$ cat config.mk
export PLATFORM = sky130hd
export DESIGN_NAME = stopwatch_ctrl
export DESIGN_NICKNAME = d
export VERILOG_FILES = /design/src/rtl/stopwatch_ctrl.sv
export SDC_FILE = /design/constraint.sdc
export NUM_CORES = 1
export LEC_CHECK = 0
export ABC_AREA = 0
export CAP_MARGIN = 30
export CORE_MARGIN = 2
export CORE_UTILIZATION = 35
export DETAILED_ROUTE_END_ITERATION = 12
export GPL_TIMING_DRIVEN = 1
export PLACE_DENSITY = 0.62
export SKIP_CTS_REPAIR_TIMING = 1
export SYNTH_ARGS = -nofsm -noshare
export SYNTH_HDL_FRONTEND = slang
export SYNTH_SLANG_ARGS = --single-unit
export TNS_END_PERCENT = 10
$ cat constraint.sdc
create_clock -name clk -period 1.86 [get_ports clk]
set_clock_uncertainty 0.15 [all_clocks]
set_input_delay 0.186 -clock clk [delete_from_list [all_inputs] [get_ports clk]]
set_output_delay 0.186 -clock clk [all_outputs]
set_load 0.03 [all_outputs]
$ cat src/rtl/stopwatch_ctrl.sv
// stopwatch_ctrl: synchronises and debounces the start/stop, clear and direction buttons,
// and sequences the BCD stopwatch's enable/up/clear inputs, stopping at terminal count.
module stopwatch_ctrl #(
    parameter int DB_CYCLES  = 1000000,
    parameter int DB_W       = 20,
    parameter int CLR_CYCLES = 2
) (
    input  logic        clk,
    input  logic        reset_n,
    input  logic        btn_ss,
    input  logic        btn_clr,
    input  logic        btn_dir,
    input  logic [15:0] digits,
    output logic        sw_enable,
    output logic        sw_up,
    output logic        sw_clear,
    output logic        done,
    output logic [2:0]  state
);
    typedef enum logic [2:0] {CLEAR = 3'd0, IDLE = 3'd1, RUN = 3'd2, PAUSE = 3'd3, DONE = 3'd4} state_t;
    localparam int CW = $clog2(CLR_CYCLES + 1);

    // bit 0 = clear, bit 1 = start/stop, bit 2 = direction
    logic [2:0]      raw, s1, s2, db, db_q, ev;
    logic [DB_W-1:0] cnt [3];
    state_t          st, st_d;
    logic            up_d, ev_clr, ev_ss, ev_dir, term;
    logic [CW-1:0]   ccnt;

    assign raw = {btn_dir, btn_ss, btn_clr};
    assign ev  = db & ~db_q;
    assign state = st;

    always_ff @(posedge clk or negedge reset_n) begin
        if (!reset_n) begin
            s1   <= '0;
            s2   <= '0;
            db   <= '0;
            db_q <= '0;
            for (int k = 0; k < 3; k++) cnt[k] <= '0;
        end else begin
            s1   <= raw;
            s2   <= s1;
            db_q <= db;
            for (int k = 0; k < 3; k++) begin
                if (s2[k] == db[k]) cnt[k] <= '0;
                else if (cnt[k] == DB_W'(DB_CYCLES - 1)) begin
                    cnt[k] <= '0;
                    db[k]  <= s2[k];
                end else cnt[k] <= cnt[k] + 1'b1;
            end
        end
    end

    always_comb begin
        ev_clr = ev[0];
        ev_ss  = ev[1] & ~ev[0];
        ev_dir = ev[2] & ~ev[1] & ~ev[0];
        term   = sw_up ? (digits == 16'h9999) : (digits == 16'h0000);
        st_d   = st;
        up_d   = sw_up;
        if (ev_clr) st_d = CLEAR;
        else case (st)
            CLEAR:       st_d = (ccnt == CW'(CLR_CYCLES - 1)) ? IDLE : CLEAR;
            IDLE, PAUSE: begin
                st_d = ev_ss ? RUN : st;
                up_d = ev_dir ? ~sw_up : sw_up;
            end
            RUN:         st_d = term ? DONE : (ev_ss ? PAUSE : RUN);
            DONE:        st_d = DONE;
            default:     st_d = CLEAR;
        endcase
    end

    always_ff @(posedge clk or negedge reset_n) begin
        if (!reset_n) begin
            st        <= CLEAR;
            ccnt      <= '0;
            sw_up     <= 1'b1;
            sw_enable <= 1'b0;
            sw_clear  <= 1'b1;
            done      <= 1'b0;
        end else begin
            st        <= st_d;
            sw_up     <= up_d;
            ccnt      <= (st == CLEAR && !ev_clr) ? ccnt + 1'b1 : '0;
            sw_enable <= (st_d == RUN);
            sw_clear  <= (st_d == CLEAR);
            done      <= (st_d == DONE);
        end
    end
endmodule

==> metrics.md, run 1 <==
| Metric | Value |
|---|---|
| Synth unique cells | 39 |
| Gate Count Post-Synth | 360 |
| Worst-path clk slew | ~0.08 ns |
| # diodes | 0 |
| # rows | 37 |
| Max Freq | around 540 MHz |
| Syn_nets | 385 |
| Worst R2R End | state[2] |
| Synth warn | 0 |
| CP peak stage delay | 0.57 ns |
| R2R setup slack | 0.004 ns |
| PortBufs | 27 |
| Die width | about 110 um |
| Yosys top cell by area | dfrtp_1 |
| H-tree Lvls | 3 |
| Placed wire-length estimate | between 5 and 6 mm |
| DR pass1 iterations | 4 |
| Nets | ~460 |
| Placed cell area | around 4500 sq um |
| CTS root buffer | clkbuf_8 |
| DR WL/cell | 12.2 um |
| Tmin final | 1.86 ns |
| Initial core utilization | between 30% and 40% |
| Post-route DRC | 0 |
| Sequential-to-total area share from yosys stat | a little over half |
| Final WL | 7.01 mm |
| RSZ-0062 raised after global routing | true |
| CP arrival | between 1.5 and 2 ns |
| Max-Cap Viols | 0 |
| Die footprint | 11400 sq um |
| Initial antenna violation count | 0 |
| Area share of the largest cell type after synthesis | 53.4% |
| DR vias | ~2700 |
| Worst EP required | 1.97 ns |
| Die Height | 107 um |
| #FFs+latches synth | 81 |
| Slew headroom | between 70 and 80% |
| Post-route cell area | 4770 sq um |
| Post-route clock period utilization | 99.8% |
| Path type of the worst setup path | flip-flop to flip-flop |
| Area growth, synth to finish | 29.0% |
| Pins Over Slew Limit | 0 |
| Final Hold Viols | 0 |
| Starting DRC count in detailed routing | 160 |
| Worst-margin pin slew | 0.441 ns |
| Clock Path Buffers | 2 |
| Routed vias/inst | 4.76 |
| CTS tree | done |
| Min-Delay Path Class | primary input to async pin |
| Post-Syn Area | ~3700 sq um |
| Vias in the first global route | roughly 2700 |
| IO Count | 28 |
| Startpoint types | flip-flop |
| Mean area per synthesized cell | 10.3 sq um |
| Share of cells above drive strength 1 | 17.3% |
| Outcome | completed |
| Buffers & Inverters on Critical Path | 0 |
| Clock sink total | 81 |
| Slowest-stage cell, CP | dfstp_2 |
| FF-to-FF Start | sw_up |
| Global-route wire length before repair | between 10 and 15 mm |
| Setup WS post-layout | between 0.003 and 0.004 ns |
| Maximum vdd drop | 0.000260 V |
| Global router's overall resource usage | 13.3% |
| Area contributors post-synth | dfrtp_1 53%, xor2_1 9.0%, nor2_1 6.9% |
| Cts bufs inserted | 9 |
| PD cells | ~700 nW/um^2 |
| GRT overflow | 0 |
| Pin count of the biggest net entering global routing | 39 |
| Post-route ant nets | 0 |
| Placer Congestion | 0.788 |
| Highest-count cells in the layout ignoring fill and taps | 79 x dfrtp_1, 67 x nor2_1, 38 x xor2_1, 37 x buf_4, 31 x nand3_1 |
| Commonest non-fill, non-tap cell in the layout | dfrtp_1 |
| LEAKAGE | 0.00214 uW |
| Reg2reg path depth | 5 |
| Critical Path, Cell by Cell | nand4bb_1 > nor3_2 > o21ai_1 > or3b_1 > a211oi_1 |
| Dpl ws | -0.345 ns |
| Crit end category | flip-flop |
| Insertion delay to the later sink of the worst-skew pair | 0.35 ns |
| CP max FO | 4 |
| Core Area | slightly above 10000 sq um |
| Setup violations, final | 0 |
| Largest delay share family, worst path | simple AND/OR/NAND/NOR gates |
[report_power, final]
group          switching [uW]  leakage [uW]  internal, uW
clock network             619      0.000115           824
logic                    89.1      0.000933          96.4
registers                16.0       0.00109          1780
total                     724       0.00214          2700
[worst max path at each step]
stage,from,endpoint,slack [ns],cells past startpoint
6_report,sw_up,state[2],0.004,5
5_1_grt,sw_up,state[2],-0.14,5
4_1_cts,sw_up,sw_up,-0.11,1
3_5_place_dp,digits[6],state[2],-0.35,6
3_3_place_gp,digits[6],done,-0.30,6
2_1_floorplan,state[0],sw_enable,0.02,5
[area by class of cell]
class                      count  area (sq um)
clock inverter                 5          77.6
inverter                       4          15.0
tap                          136           170
timing repair buffer          70           678
multi-input combinational    268          1650
clock buffer                  11           151
fill                         971          5500
sequential                    81          2030
[Yosys cell counts, drive strengths merged]
master   number
nor2         68
nand3        31
and4          7
a31oi         1
and3         10
o21ai         4
a211oi        2
dfrtp        79
a211o         1
nand2b        2
nand3b        1
or4           1
ha            4
o221a         1
nand4b        1
nor4bb        1
a21oi         1
and2          1
nor2b         2
or4b          1
or3b          1
nand4bb       1
xor2         38
nor4          8
nor4b         2
dfstp         2
or3           1
nand4        10
nand2        25
or2           3
mux2          3
clkbuf        3
nor3         16
nor3b         1
buf           4
inv           4
xnor2        19
[state kept, by name, summed over array words and instances (netlist names)]
signal and cells:
sw_up 1, sw_clear 1, ccnt 2, s2 3, s1 3, state 3
done 1, db 3, cnt 60, db_q 3, sw_enable 1
[routing by layer]
| layer | wire (um) | track usage (%) | share of wire (%) | vias to the layer above |
|---|---|---|---|---|
| li1 | - | - | - | 1383 |
| met1 | 3310 | 16.8 | 47 | 1318 |
| met2 | 3390 | 21.2 | 48 | 25 |
| met3 | 164 | 3.47 | 2.3 | 11 |
| met4 | 141 | 6.22 | 2.0 | 0 |
| met5 | 0 | 0 | 0 | - |
[through the flow]
step                cells  util, %  hold WS [ns]  power (uW)  TNS, ns
global placement      558     43.8       -0.0410        2020    -1.03
global route          575     46.4        0.0881        3600   -0.263
CTS                   574     46.0        -0.431        3500   -0.255
finish                575     46.4         0.118        3430        0
floorplan             360        -        -0.260        1880        0
detailed placement    558     43.8       -0.0380        2020    -1.21
[cells by family (layout without fill, tap and decap cells)]
logic type                 Yosys count  after routing  synth area share, %
buffers and inverters               11             90                 1.25
AOI/OAI and AO/OA                   10             10                 1.79
and+or+nand+nor                    194            194                 26.3
DFF                                 81             81                 54.9
muxes                                3              3                0.913
xor gates and xnor gates            57             57                 13.5
adders and majority gates            4              4                 1.35
No activity file was read; power rests on OpenSTA's default activity.
==> run 2: changes to the inputs <==
- CORE_UTILIZATION: 35 -> 52
- PLACE_DENSITY: 0.62 -> 0.83
==> run 2 against run 1 <==
Effect of this change: cell count down 9.7%; wire length down 1.4%; count of clock-buffer cells in the layout down 1; sequential share of layout area up 1.8 points; die area down 32%; sequential power about the same; via count up 1.9%; largest power group unchanged.
==> metrics.md, run 2 (same netlist as run 1, synthesis figures left out) <==
| Metric | Value |
|---|---|
| WHS Endpoint | s1[0] |
| Share of cells above drive strength 1 | 14.7% (-2.7 points) |
| Starting DRC count in detailed routing | 110 (-31%) |
| Worst-margin pin slew | 0.414 ns (-0.0265 ns) |
| PD cells | 693 nW/um^2 (-3.5%) |
| Initial core utilization | 54.2% (+18 points) |
| LEAKAGE | 0.00207 uW (-3.1%) |
| Final Hold Viols | 0 (unchanged) |
| Max-Cap Viols | 0 (unchanged) |
| Clock Path Buffers | 2 (unchanged) |
| Placed wire-length estimate | 4.62 mm (-8.2%) |
| Pin count of the biggest net entering global routing | 82 (+110%) |
| Startpoint types | primary input |
| Slew headroom | 72.2% (+1.8 points) |
| Post-route DRC | 0 (unchanged) |
| PortBufs | 27 (unchanged) |
| Min-Delay Path Class | primary input to flip-flop |
| Worst R2R End | cnt[45] |
| Worst-path clk slew | 0.09 ns (about the same) |
| Setup WS post-layout | 0.0467 ns (+0.0428 ns) |
| Highest-count cells in the layout ignoring fill and taps | 79 x dfrtp_1, 68 x nor2_1, 38 x xor2_1, 31 x nand3_1, 25 x nand2_1 |
| IO Count | 28 (unchanged) |
| # rows | 30 (-19%) |
| Final WL | 6.91 mm (-1.4%) |
| Core Area | 6830 sq um (-34%) |
| CTS tree | done |
| Cell count of the worst hold path | 1 |
| Fillers | 530 (-45%) |
| Worst EP required | 1.98 ns (about the same) |
| Crit end category | flip-flop |
| CTS root buffer | clkbuf_8 |
| # diodes | 0 (unchanged) |
| FF-to-FF Start | cnt[41] |
| CP peak stage delay | 0.54 ns (-0.03 ns) |
| Slowest-stage cell, CP | or4_4 |
| Die footprint | 7810 sq um (-32%) |
| Path type of the worst setup path | primary input to flip-flop |
| Post-route clock period utilization | 97.5% (-2.3 points) |
| GRT overflow | 0 (unchanged) |
| Setup violations, final | 0 (unchanged) |
| Initial antenna violation count | 0 (unchanged) |
| Insertion delay to the later sink of the worst-skew pair | 0.35 ns (about the same) |
| Outcome | completed |
| CP max FO | 2 (-2) |
| Critical Path, Cell by Cell | clkdlybuf4s50_1 > or4_4 > nor3_4 > o21ai_2 > or3b_4 > a211oi_2 |
| H-tree Lvls | 3 (unchanged) |
| Routed vias/inst | 5.37 (+13%) |
| Max reg flops | 60 (unchanged) |
| Placed cell area | 4310 sq um (-4.1%) |
| Vias in the first global route | 2725 (+2.2%) |
| Cts bufs inserted | 9 (unchanged) |
| Clock sink total | 81 (unchanged) |
| Buffers & Inverters on Critical Path | 1 (+1) |
| Post-route cell area | 4580 sq um (-4.1%) |
| Reg2reg path depth | 6 (+1) |
| Global router's overall resource usage | 19.0% (+5.7 points) |
| Largest delay share family, worst path | simple AND/OR/NAND/NOR gates |
| Nets | 443 (-3.5%) |
| Area growth, synth to finish | 23.7% |
| DR WL/cell | 13.3 um (+9.3%) |
| R2R setup slack | 0.07 ns (+0.07 ns) |
| Tmin final | 1.81 ns (-0.0428 ns) |
| RSZ-0062 raised after global routing | true |
| Max Freq | 551 MHz (+2.4%) |
| Commonest non-fill, non-tap cell in the layout | dfrtp_1 |
| Dpl ws | -0.365 ns (-0.0191 ns) |
| Global-route wire length before repair | 11.6 mm (-2.9%) |
| Pins Over Slew Limit | 0 (unchanged) |
| DR vias | 2788 (+1.9%) |
| Die Height | 88.4 um (-17%) |
| Worst hold start | btn_clr |
| CP arrival | 1.93 ns (-0.04 ns) |
| Post-route ant nets | 0 (unchanged) |
| Placer Congestion | 0.845 (+7.3%) |
| Maximum vdd drop | 0.000450 V (+73%) |
| DR pass1 iterations | 4 (unchanged) |
| Reg with most FFs | cnt |
| Die width | 88.4 um (-17%) |
-- run 2: cell count changes in the layout (fill, tap and decap cells not counted), moves of 2 or more --
cell       before  now
buf_4          37   22
a211oi_2        0    2
a211oi_1        2    0
bufinv_16       2    0
inv_6           0    4
-- run 2: layout make-up --
class                           instances  area (sq um)  share of cell area (%)
Multi-Input combinational cell        268          1680                    36.7
Tap cell                               96           120                    2.63
Inverter                                4          15.0                   0.328
Clock buffer                           10           138                    3.01
Timing Repair Buffer                   54           548                    12.0
Sequential cell                        81          2030                    44.4
Clock inverter                          6          47.5                    1.04
-- run 2: report_power, final --
part / total [uW] / switching, uW / internal (uW)
clock: 1200 / 661 / 538
combinational: 172 / 86.0 / 86.5
sequential: 1800 / 18.7 / 1780
total: 3170 / 765 / 2410
-- run 2: worst max path at each step --
stage,start,endpoint,slack (ns),cells past startpoint
after floorplan,state[0],sw_enable,0.02,5
after detailed placement,digits[6],state[2],-0.36,6
after CTS,sw_up,sw_up,-0.09,1
final,digits[10],done,0.05,6
after global routing,cnt[42],cnt[55],-0.02,7
after global placement,digits[6],done,-0.30,6
-- run 2: worst reg2reg max path: stages, from the launching register on --
cell and delay, ns:
dfrtp_1 0.42, ha_1 0.21, nand2_1 0.18, nor4_4 0.07, or2_2 0.33, buf_12 0.16
a21oi_1 0.16
-- run 2: per-layer routing --
metal	vias up	routed length [um]	GRT usage (%)
met1	1363	3100	24.1
met3	14	301	3.73
met2	60	3360	31.2
met5	-	0	0
li1	1351	-	-
met4	0	150	9.50
-- run 2: through the flow --
| stage | hold WS (ns) | TNS [ns] | std cells | util (%) | total power [uW] |
|---|---|---|---|---|---|
| after floorplan | -0.260 | 0 | 360 | - | 1880 |
| after global placement | 0.0890 | -1.03 | 502 | 63.2 | 2000 |
| after detailed placement | 0.0895 | -1.31 | 502 | 63.2 | 2010 |
| after CTS | -0.301 | -0.236 | 518 | 65.9 | 3210 |
| after global routing | 0.108 | -0.0287 | 519 | 67.0 | 3310 |
| final | 0.117 | 0 | 519 | 67.0 | 3170 |
